<file path="src/rtl/xmpl_dsp_pkg.sv">
// Shared sequencer definitions: state codes, phase lengths and status-word layout.
// The RISC-V side decodes dsp_fsm_state_o with the same offsets.
package xmpl_dsp_pkg;

  typedef enum logic [2:0] {
    ST_IDLE = 3'd0,
    ST_CIC  = 3'd1,
    ST_FFT  = 3'd2,
    ST_FLT  = 3'd3
  } state_t;

  localparam logic [4:0] CIC_LEN = 5'd16;
  localparam logic [4:0] FFT_LEN = 5'd4;
  localparam logic [4:0] FLT_LEN = 5'd8;

  localparam int STAT_STATE_LSB = 11;
  localparam int STAT_PASS_LSB  = 5;
  localparam int STAT_CYCLE_LSB = 0;

  function automatic logic [4:0] phase_last(state_t s);
    case (s)
      ST_CIC:  phase_last = CIC_LEN - 5'd1;
      ST_FFT:  phase_last = FFT_LEN - 5'd1;
      ST_FLT:  phase_last = FLT_LEN - 5'd1;
      default: phase_last = 5'd0;
    endcase
  endfunction

  function automatic logic [13:0] pack_status(state_t s, logic [5:0] pass, logic [4:0] cyc);
    pack_status = (14'(s) << STAT_STATE_LSB) | (14'(pass) << STAT_PASS_LSB)
                | (14'(cyc) << STAT_CYCLE_LSB);
  endfunction

endpackage

</file>
<file path="src/rtl/xmpl_dsp_cic.sv">
// Single-stage CIC integrator/comb decimator; dump result registered on the decimating edge.
// No backpressure: advances on every cycle that 'active' is high, holds all state otherwise.
module xmpl_dsp_cic (
  input  logic        clk,
  input  logic        rst,
  input  logic        active,
  input  logic [11:0] sample,
  input  logic [14:0] ratio,
  output logic [31:0] dec_out
);

  logic [31:0] integ_q;
  logic [31:0] dump_q;
  logic [31:0] integ_n;
  logic [14:0] cnt_q;
  logic [14:0] cnt_n;
  logic [14:0] ratio_eff;
  logic        dump_now;

  // cnt_q never exceeds 32766, so the increment cannot overflow 15 bits.
  always_comb begin
    integ_n   = integ_q + {{20{sample[11]}}, sample};
    cnt_n     = cnt_q + 15'd1;
    ratio_eff = (ratio == 15'd0) ? 15'd1 : ratio;
    dump_now  = (cnt_n >= ratio_eff);
  end

  always_ff @(posedge clk or posedge rst) begin
    if (rst) begin
      integ_q <= '0;
      dump_q  <= '0;
      cnt_q   <= '0;
      dec_out <= '0;
    end else if (active) begin
      integ_q <= integ_n;
      if (dump_now) begin
        dec_out <= integ_n - dump_q;
        dump_q  <= integ_n;
        cnt_q   <= '0;
      end else begin
        cnt_q <= cnt_n;
      end
    end
  end

endmodule

</file>
<file path="src/rtl/xmpl_dsp.sv">
// Phase sequencer (IDLE/CIC/FFT/FLT) time-sharing three small DSP engines; status registered.
// No backpressure: each engine advances one step per cycle of its phase, outputs hold otherwise.
module xmpl_dsp
  import xmpl_dsp_pkg::*;
(
  input  logic        clk_i,
  input  logic        reset_i,
  input  logic [11:0] dsp_cic_a12_i,
  input  logic [14:0] dsp_cic_b15_i,
  output logic [31:0] dsp_cic_c32_o,
  input  logic [1:0]  dsp_fft_a2_i,
  input  logic [3:0]  dsp_fft_b4_i,
  output logic [15:0] dsp_fft_c16_o,
  input  logic [6:0]  dsp_flt_a7_i,
  input  logic [7:0]  dsp_flt_b8_i,
  output logic [22:0] dsp_flt_c23_o,
  input  logic        dsp_en_fsm_i,
  output logic [13:0] dsp_fsm_state_o
);

  state_t      state_q, state_n;
  logic [4:0]  cycle_q, cycle_n;
  logic [5:0]  pass_q, pass_n;

  always_ff @(posedge clk_i or posedge reset_i) begin
    if (reset_i) begin
      state_q         <= ST_IDLE;
      cycle_q         <= '0;
      pass_q          <= '0;
      dsp_fsm_state_o <= '0;
    end else begin
      state_q         <= state_n;
      cycle_q         <= cycle_n;
      pass_q          <= pass_n;
      dsp_fsm_state_o <= pack_status(state_n, pass_n, cycle_n);
    end
  end

  always_comb begin
    state_n = state_q;
    cycle_n = cycle_q;
    pass_n  = pass_q;
    if (state_q == ST_IDLE) begin
      if (dsp_en_fsm_i) begin
        state_n = ST_CIC;
        cycle_n = '0;
      end
    end else if (!dsp_en_fsm_i) begin
      state_n = ST_IDLE;
      cycle_n = '0;
    end else if (cycle_q == phase_last(state_q)) begin
      cycle_n = '0;
      case (state_q)
        ST_CIC:  state_n = ST_FFT;
        ST_FFT:  state_n = ST_FLT;
        ST_FLT: begin
          state_n = ST_CIC;
          pass_n  = pass_q + 6'd1;
        end
        default: state_n = ST_IDLE;
      endcase
    end else begin
      cycle_n = cycle_q + 5'd1;
    end
  end

  xmpl_dsp_cic u_cic (
    .clk     (clk_i),
    .rst     (reset_i),
    .active  (state_q == ST_CIC),
    .sample  (dsp_cic_a12_i),
    .ratio   (dsp_cic_b15_i),
    .dec_out (dsp_cic_c32_o)
  );

  // FFT DC bin: the sum sees this cycle's write as if already stored.
  logic [3:0]  fft_buf [4];
  logic [3:0]  fft_ent;
  logic [15:0] fft_sum;

  always_comb begin
    fft_ent = '0;
    fft_sum = '0;
    for (int i = 0; i < 4; i++) begin
      fft_ent = (2'(i) == dsp_fft_a2_i) ? dsp_fft_b4_i : fft_buf[i];
      fft_sum = fft_sum + {{12{fft_ent[3]}}, fft_ent};
    end
  end

  always_ff @(posedge clk_i or posedge reset_i) begin
    if (reset_i) begin
      for (int i = 0; i < 4; i++) fft_buf[i] <= '0;
      dsp_fft_c16_o <= '0;
    end else if (state_q == ST_FFT) begin
      fft_buf[dsp_fft_a2_i] <= dsp_fft_b4_i;
      dsp_fft_c16_o         <= fft_sum;
    end
  end

  logic signed [14:0] flt_prod;
  logic [22:0]        flt_acc_q;
  logic [22:0]        flt_acc_n;

  always_comb begin
    flt_prod  = $signed({{8{dsp_flt_a7_i[6]}}, dsp_flt_a7_i})
              * $signed({{7{dsp_flt_b8_i[7]}}, dsp_flt_b8_i});
    flt_acc_n = flt_acc_q + {{8{flt_prod[14]}}, flt_prod};
  end

  always_ff @(posedge clk_i or posedge reset_i) begin
    if (reset_i) begin
      flt_acc_q     <= '0;
      dsp_flt_c23_o <= '0;
    end else if (state_q == ST_FLT) begin
      flt_acc_q     <= flt_acc_n;
      dsp_flt_c23_o <= flt_acc_n;
    end else if (state_n == ST_FLT) begin
      flt_acc_q <= '0;
    end
  end

endmodule
</file>
<file path="config.mk">
export PLATFORM = sky130hd
export DESIGN_NAME = xmpl_dsp
export DESIGN_NICKNAME = d
export VERILOG_FILES = /design/src/rtl/xmpl_dsp_pkg.sv /design/src/rtl/xmpl_dsp_cic.sv /design/src/rtl/xmpl_dsp.sv
export SDC_FILE = /design/constraint.sdc
export NUM_CORES = 1
export LEC_CHECK = 0
export ABC_AREA = 1
export BUFFER_PORTS_ARGS = -buffer_cell sky130_fd_sc_hd__buf_2
export CAP_MARGIN = 5
export CORE_MARGIN = 1
export CORE_UTILIZATION = 30
export DETAILED_ROUTE_END_ITERATION = 6
export PLACE_DENSITY_LB_ADDON = 0.2
export SLEW_MARGIN = 20
export SYNTH_ARGS = -nofsm -noshare
export SYNTH_HDL_FRONTEND = slang
export SYNTH_HIERARCHICAL = 1
export SYNTH_SLANG_ARGS = --single-unit
</file>
<file path="constraint.sdc">
create_clock -name clk_i -period 3.8 [get_ports clk_i]
set_input_delay 0.19 -clock clk_i [delete_from_list [all_inputs] [get_ports clk_i]]
set_output_delay 0.19 -clock clk_i [all_outputs]
set_load 0.02 [all_outputs]
</file>
Word level (Yosys, flattened, before mapping)
Index checks and enable logic that the tools add are counted.
{"block": "totals", "output_inout_bits": 85, "in_bits": 51, "wordCells": 72, "register_bits": 217}
{"block": "op_classes", "eq_ne": 8, "n_reduce_logical": 6, "n_mux": 27, "multipliers": 1, "n_addsub": 9, "bitwise_logic": 3, "magnitude_cmp": 3}
{"operator": "2-to-1 mux 23 bit", "n": 2}
{"operator": "adder 32 bit", "n": 1}
{"operator": "subtractor 32 bit", "n": 1}
{"operator": "2-to-1 mux 15 bit", "n": 2}
{"operator": "2-to-1 mux 5 bit", "n": 6}
{"operator": "2-to-1 mux 6 bit", "n": 4}
{"operator": "adder 23 bit", "n": 1}
{"operator": "2-to-1 mux 4 bit", "n": 5}
{"operator": "bitwise mux 16 bit", "n": 1}
{"operator": "adder 15 x 1 -> 15 bit, second input constant", "n": 1}
{"operator": ">= comparator 15 bit", "n": 1}
{"operator": "logical NOT 15 bit", "n": 1}
{"operator": "multiplier 7 x 8 -> 15 bit", "n": 1}
{"operator": "bitwise OR 14 x 11 -> 14 bit", "n": 1}
{"operator": "bitwise OR 14 x 5 -> 14 bit", "n": 1}
{"operator": "2-to-1 mux 3 bit", "n": 4}
{"operator": "case mux 4 bit (3 select lines)", "n": 1}
{"operator": "== test 3 x 2 -> 1 bit, second input constant", "n": 3}
{"operator": "demux 4 bit (select 2 bit)", "n": 1}
{"operator": "adder 6 x 4 -> 7 bit", "n": 1}
{"operator": "adder 5 x 4 -> 6 bit", "n": 1}
{"operator": "adder 6 x 1 -> 6 bit, second input constant", "n": 1}
{"operator": "case mux 2 bit (3 select lines)", "n": 1}
{"operator": "adder 4 x 4 -> 5 bit", "n": 1}
{"operator": "other kinds (13)", "n": 14}

Longest topological paths before layout
{"block": "depth", "ltp_word": 11, "mapped_depth": 32, "depth_no_buf": 31}

By module
Netlist, hierarchy kept.
{"module": "xmpl_dsp_cic", "cells_each": 1213, "area_per_inst_um2": 8638.3, "seq_area_each_um2": 2777.7, "instances": 1}
{"module": "xmpl_dsp", "cells_each": 1011, "area_per_inst_um2": 7539.7, "seq_area_each_um2": 2077.0, "instances": 1}

Worst setup path before layout
Ideal clock, no wire load.
{"block": "synth_timing", "path_kind": "input-to-reg", "start": "input port dsp_flt_a7_i[6]", "end": "register flt_acc_q[20]", "arrival_time_ps": 5185, "path_buffers": 0, "cell_stages": 24, "required_time_ps": 3682, "slack_ps": -1503, "cell_sequence": "clkinv_1 or2_2 fa_1 fa_1 inv_1 fa_1 inv_1 fa_1 inv_1 ha_1 nand2_1 nor2_1 nor3_1 o21ai_0 a21oi_1 xnor2_1 ha_1 nand2_1 nor4_1 o21ai_0 nand3_1 nand2_1 nand3_1 nand2_1"}
{"block": "synth_via", "elab_chain_len": 3}
{"item": "start, declared", "line": "xmpl_dsp.sv:14", "text": "input logic [6:0] dsp_flt_a7_i,"}
{"item": "multiplier 7 x 8 -> 15 bit", "line": "xmpl_dsp.sv:106", "text": "* $signed({{7{dsp_flt_b8_i[7]}}, dsp_flt_b8_i});"}
{"item": "adder 23 bit", "line": "xmpl_dsp.sv:107", "text": "flt_acc_n = flt_acc_q + {{8{flt_prod[14]}}, flt_prod};"}
{"item": "2-to-1 mux 23 bit", "line": "xmpl_dsp.sv:114", "text": "end else if (state_q == ST_FLT) begin"}
{"item": "end signal, assigned", "line": "xmpl_dsp.sv:115", "text": "flt_acc_q <= flt_acc_n;"}
{"item": "end, declared", "line": "xmpl_dsp.sv:101", "text": "logic [22:0] flt_acc_q;"}
Every way passes these cells.
A chain may end at the register's enable or synchronous reset.

Final worst setup path
{"block": "layout_timing", "start": "input port dsp_flt_b8_i[3]", "end": "register flt_acc_q[18]"}
{"block": "layout_via", "elab_chain_len": 3}
{"item": "start, declared", "line": "xmpl_dsp.sv:15", "text": "input logic [7:0] dsp_flt_b8_i,"}
{"item": "multiplier 7 x 8 -> 15 bit", "line": "xmpl_dsp.sv:106"}
{"item": "adder 23 bit", "line": "xmpl_dsp.sv:107"}
{"item": "2-to-1 mux 23 bit", "line": "xmpl_dsp.sv:114"}
Every way passes these cells.

==> flow_summary.ini <==
[clock_network]
cts.sinks = 194
worstSkewPairLatency_ps = 500
cts_root_buffer = clkbuf_16
clk_path_buf_depth = 2
cts_buffers = 17
clk_pin_slew_ps = 80
htree_levels = 4
cts_tree = built

[logic_synthesis]
synthFlopType = dfrtp_1
yosysSeqAreaShare = 0.300
ys_types = 56
synth_area_um2 = 16200
yosys_warnings = 6
yosys_register_bits = 194
async_reset_ff_frac = 1.00
synth_nets = 2471
syn_area_per_cell_um2 = 7.27
synth-edff-count = 0
synthCells = 2224

[cells_and_area]
finalNonFillerCells = 3203
insertedDiodeCount = 0
layout_common_cells = 638 x nand2_1, 287 x inv_1, 193 x dfrtp_1, 139 x buf_4, 123 x buf_2
fill_cells = 5479
fin_nets = 2749
layout_commonest_cell = nand2_1
drive_gt1_frac = 0.256
synthToLayoutAreaGrowth_pct = 31.2
final_area_um2 = 21200

[run_status]
status = complete, but fails checks
violations = DRC, setup timing

[sta]
finalHoldViolCount = 0
fin_crit_sh = 1.19
grt_setup_unrepaired = true
maxSlewViolCount = 0
period_minus_slack_ps = 4520
finalClockSkew_ps = 15.5
setup_slack_ps = -722
relSlewSlack = 0.492
finalSetupViolCount = 32
fmax_mhz = 221
tns_ps = -18250
tightest_slew_ps = 761

[worst_setup_path]
reg2regPathDepth = 21
path_max_fanout = 6
r2r-end = u_cic/dec_out[31]
crit_path_start_kind = primary input
critPathKind = in -> reg
cp_common_cell = fa_1
critPathMaxStageDelay_ps = 540
arrival_ps = 4900
reg2reg_from = u_cic/integ_q[0]
reg2reg_slack_ps = 280
worstPathRequired_ps = 4180
cp-end-kind = flop
crit_slowest_cell = fa_1

[die]
coreArea_um2 = 53000
start_util = 0.305
fp.dieW_um = 234
dieHeight_um = 234
num_io_pins = 136
dieArea_um2 = 54900
num_rows = 84

[placed_design]
place_area_um2 = 18900
placedCellCount = 3139
port_buffers = 135
hpwl_um = 36900
place_congestion = 0.893
dp_slack_ps = -1480

[route]
final_antenna_net_count = 0
drt_iter0_markers = 761
wl_per_cell_um = 14.6
num_vias = 15000
routed_wl_um = 46800
drc_errors = 7
first_pass_iters = 7
routed_via_density = 4.67

[global_routing]
grt_pass1_vias = 15300
grt_use_total = 0.178
grt_max_degree = 62
grt_overflow_total = 0
antenna_found_initial = 0
grt_pass1_wl_um = 77000

[min_path]
hold_path.class = in -> reg
worstHoldPathCells = 3
min_to = dsp_fsm_state_o[13]
hold_start = dsp_en_fsm_i

[flow_run]
maxCapViolations = 0
-- cells in the mapped netlist (6+ instances only) --
cell type | n | area [µm²]
o22ai_1 | 6 | 37.5
a21oi_1 | 134 | 671
dfrtp_1 | 194 | 4850
inv_1 | 321 | 1200
nand2_1 | 687 | 2580
o21ai_0 | 115 | 576
o21ai_2 | 7 | 61.3
nand4_1 | 17 | 106
ha_1 | 140 | 1750
o21ai_1 | 32 | 160
buf_4 | 13 | 97.6
nand3_1 | 122 | 611
nor2_1 | 127 | 477
nor2_2 | 8 | 50.1
nand2_2 | 8 | 50.1
o21bai_1 | 18 | 135
nor4_1 | 11 | 68.8
and2_1 | 6 | 37.5
a21o_1 | 9 | 67.6
xnor2_1 | 27 | 236
clkbuf_1 | 17 | 63.8
buf_2 | 9 | 45.0
fa_1 | 56 | 1120
nand3b_1 | 7 | 52.6
nor3_1 | 21 | 105
xor2_1 | 45 | 394
-- layer usage --
layer | vias to the layer above | wire length (µm) | GRT usage
li1 | 7669 | - | -
met1 | 7020 | 21800 | 0.228
met3 | 60 | 1450 | 0.0285
met4 | 0 | 1150 | 0.0659
met2 | 221 | 22400 | 0.301
met5 | - | 0 | 0
-- registers in the layout, indices dropped and copies added, names as in the netlist --
name and count:
flt_acc_q 23, u_cic/dec_out 32, dsp_flt_c23_o 23, pass_q 5, u_cic/cnt_q 15, u_cic/integ_q 32, cycle_q 4, u_cic/dump_q 32
state_q 2, fft_buf 16, dsp_fft_c16_o 7, dsp_fsm_state_o 3
-- timing repair --
action / 4_1_cts / 5_1_grt
gates resized for setup: 197 / 134
hold buffers: 1 / 0
pin swaps: 112 / 79
gates cloned: 1 / 1
setup endpoints to repair: 36 / 61
setup buffers: 24 / 10
endpoints found under the hold margin: 114 / 0
-- through the flow --
| stage | hold slack [ps] | util |
|---|---|---|
| 6_report | 49.5 | 0.401 |
| 2_1_floorplan | 366 | - |
| 3_5_place_dp | 337 | 0.357 |
| 4_1_cts | 7.30 | 0.388 |
| 5_1_grt | 27.8 | 0.401 |
| 3_3_place_gp | 404 | 0.357 |
-- how the worst max path moves through the flow --
stage / start / endpoint
after floorplan: dsp_flt_a7_i[1] / dsp_flt_c23_o[14]
after global placement: dsp_flt_a7_i[3] / flt_acc_q[21]
final: dsp_flt_b8_i[3] / flt_acc_q[18]
after detailed placement: dsp_flt_a7_i[2] / flt_acc_q[13]
after CTS: dsp_flt_b8_i[3] / flt_acc_q[13]
after global routing: dsp_flt_a7_i[3] / flt_acc_q[20]
-- cells by family (layout without fill, tap and decap cells) --
kind of cell | count (synthesis) | in the layout | synth area share
simple gates | 1040 | 1041 | 0.270
compound gates | 346 | 346 | 0.118
fa+ha+maj | 196 | 196 | 0.178
flops | 194 | 194 | 0.300
xor+xnor | 76 | 76 | 0.0430
buf+inv | 372 | 662 | 0.0914
-- layout make-up --
type / count / area, µm² / share of cell area
Clock inverter: 12 / 170 / 0.00802
Tap cell: 688 / 861 / 0.0406
Sequential cell: 194 / 4860 / 0.229
Timing Repair inverter: 1 / 5.00 / 0.000236
Timing Repair Buffer: 303 / 2180 / 0.103
Inverter: 326 / 1240 / 0.0587
Multi-Input combinational cell: 1659 / 11400 / 0.539
Clock buffer: 20 / 467 / 0.0220
-- critical path: cells and delay by family --
| kind | cells | cell delay [ps] |
|---|---|---|
| adder cells (fa/ha/maj) | 6 | 2590 |
| AO/OA/AOI/OAI | 5 | 770 |
| AND/OR/NAND/NOR | 7 | 620 |
| XOR/XNOR | 1 | 390 |
| buffers and inverters | 6 | 330 |
Power is not shown: default switching activity piles up to over one toggle a cycle in this logic, so the estimate is an artifact.
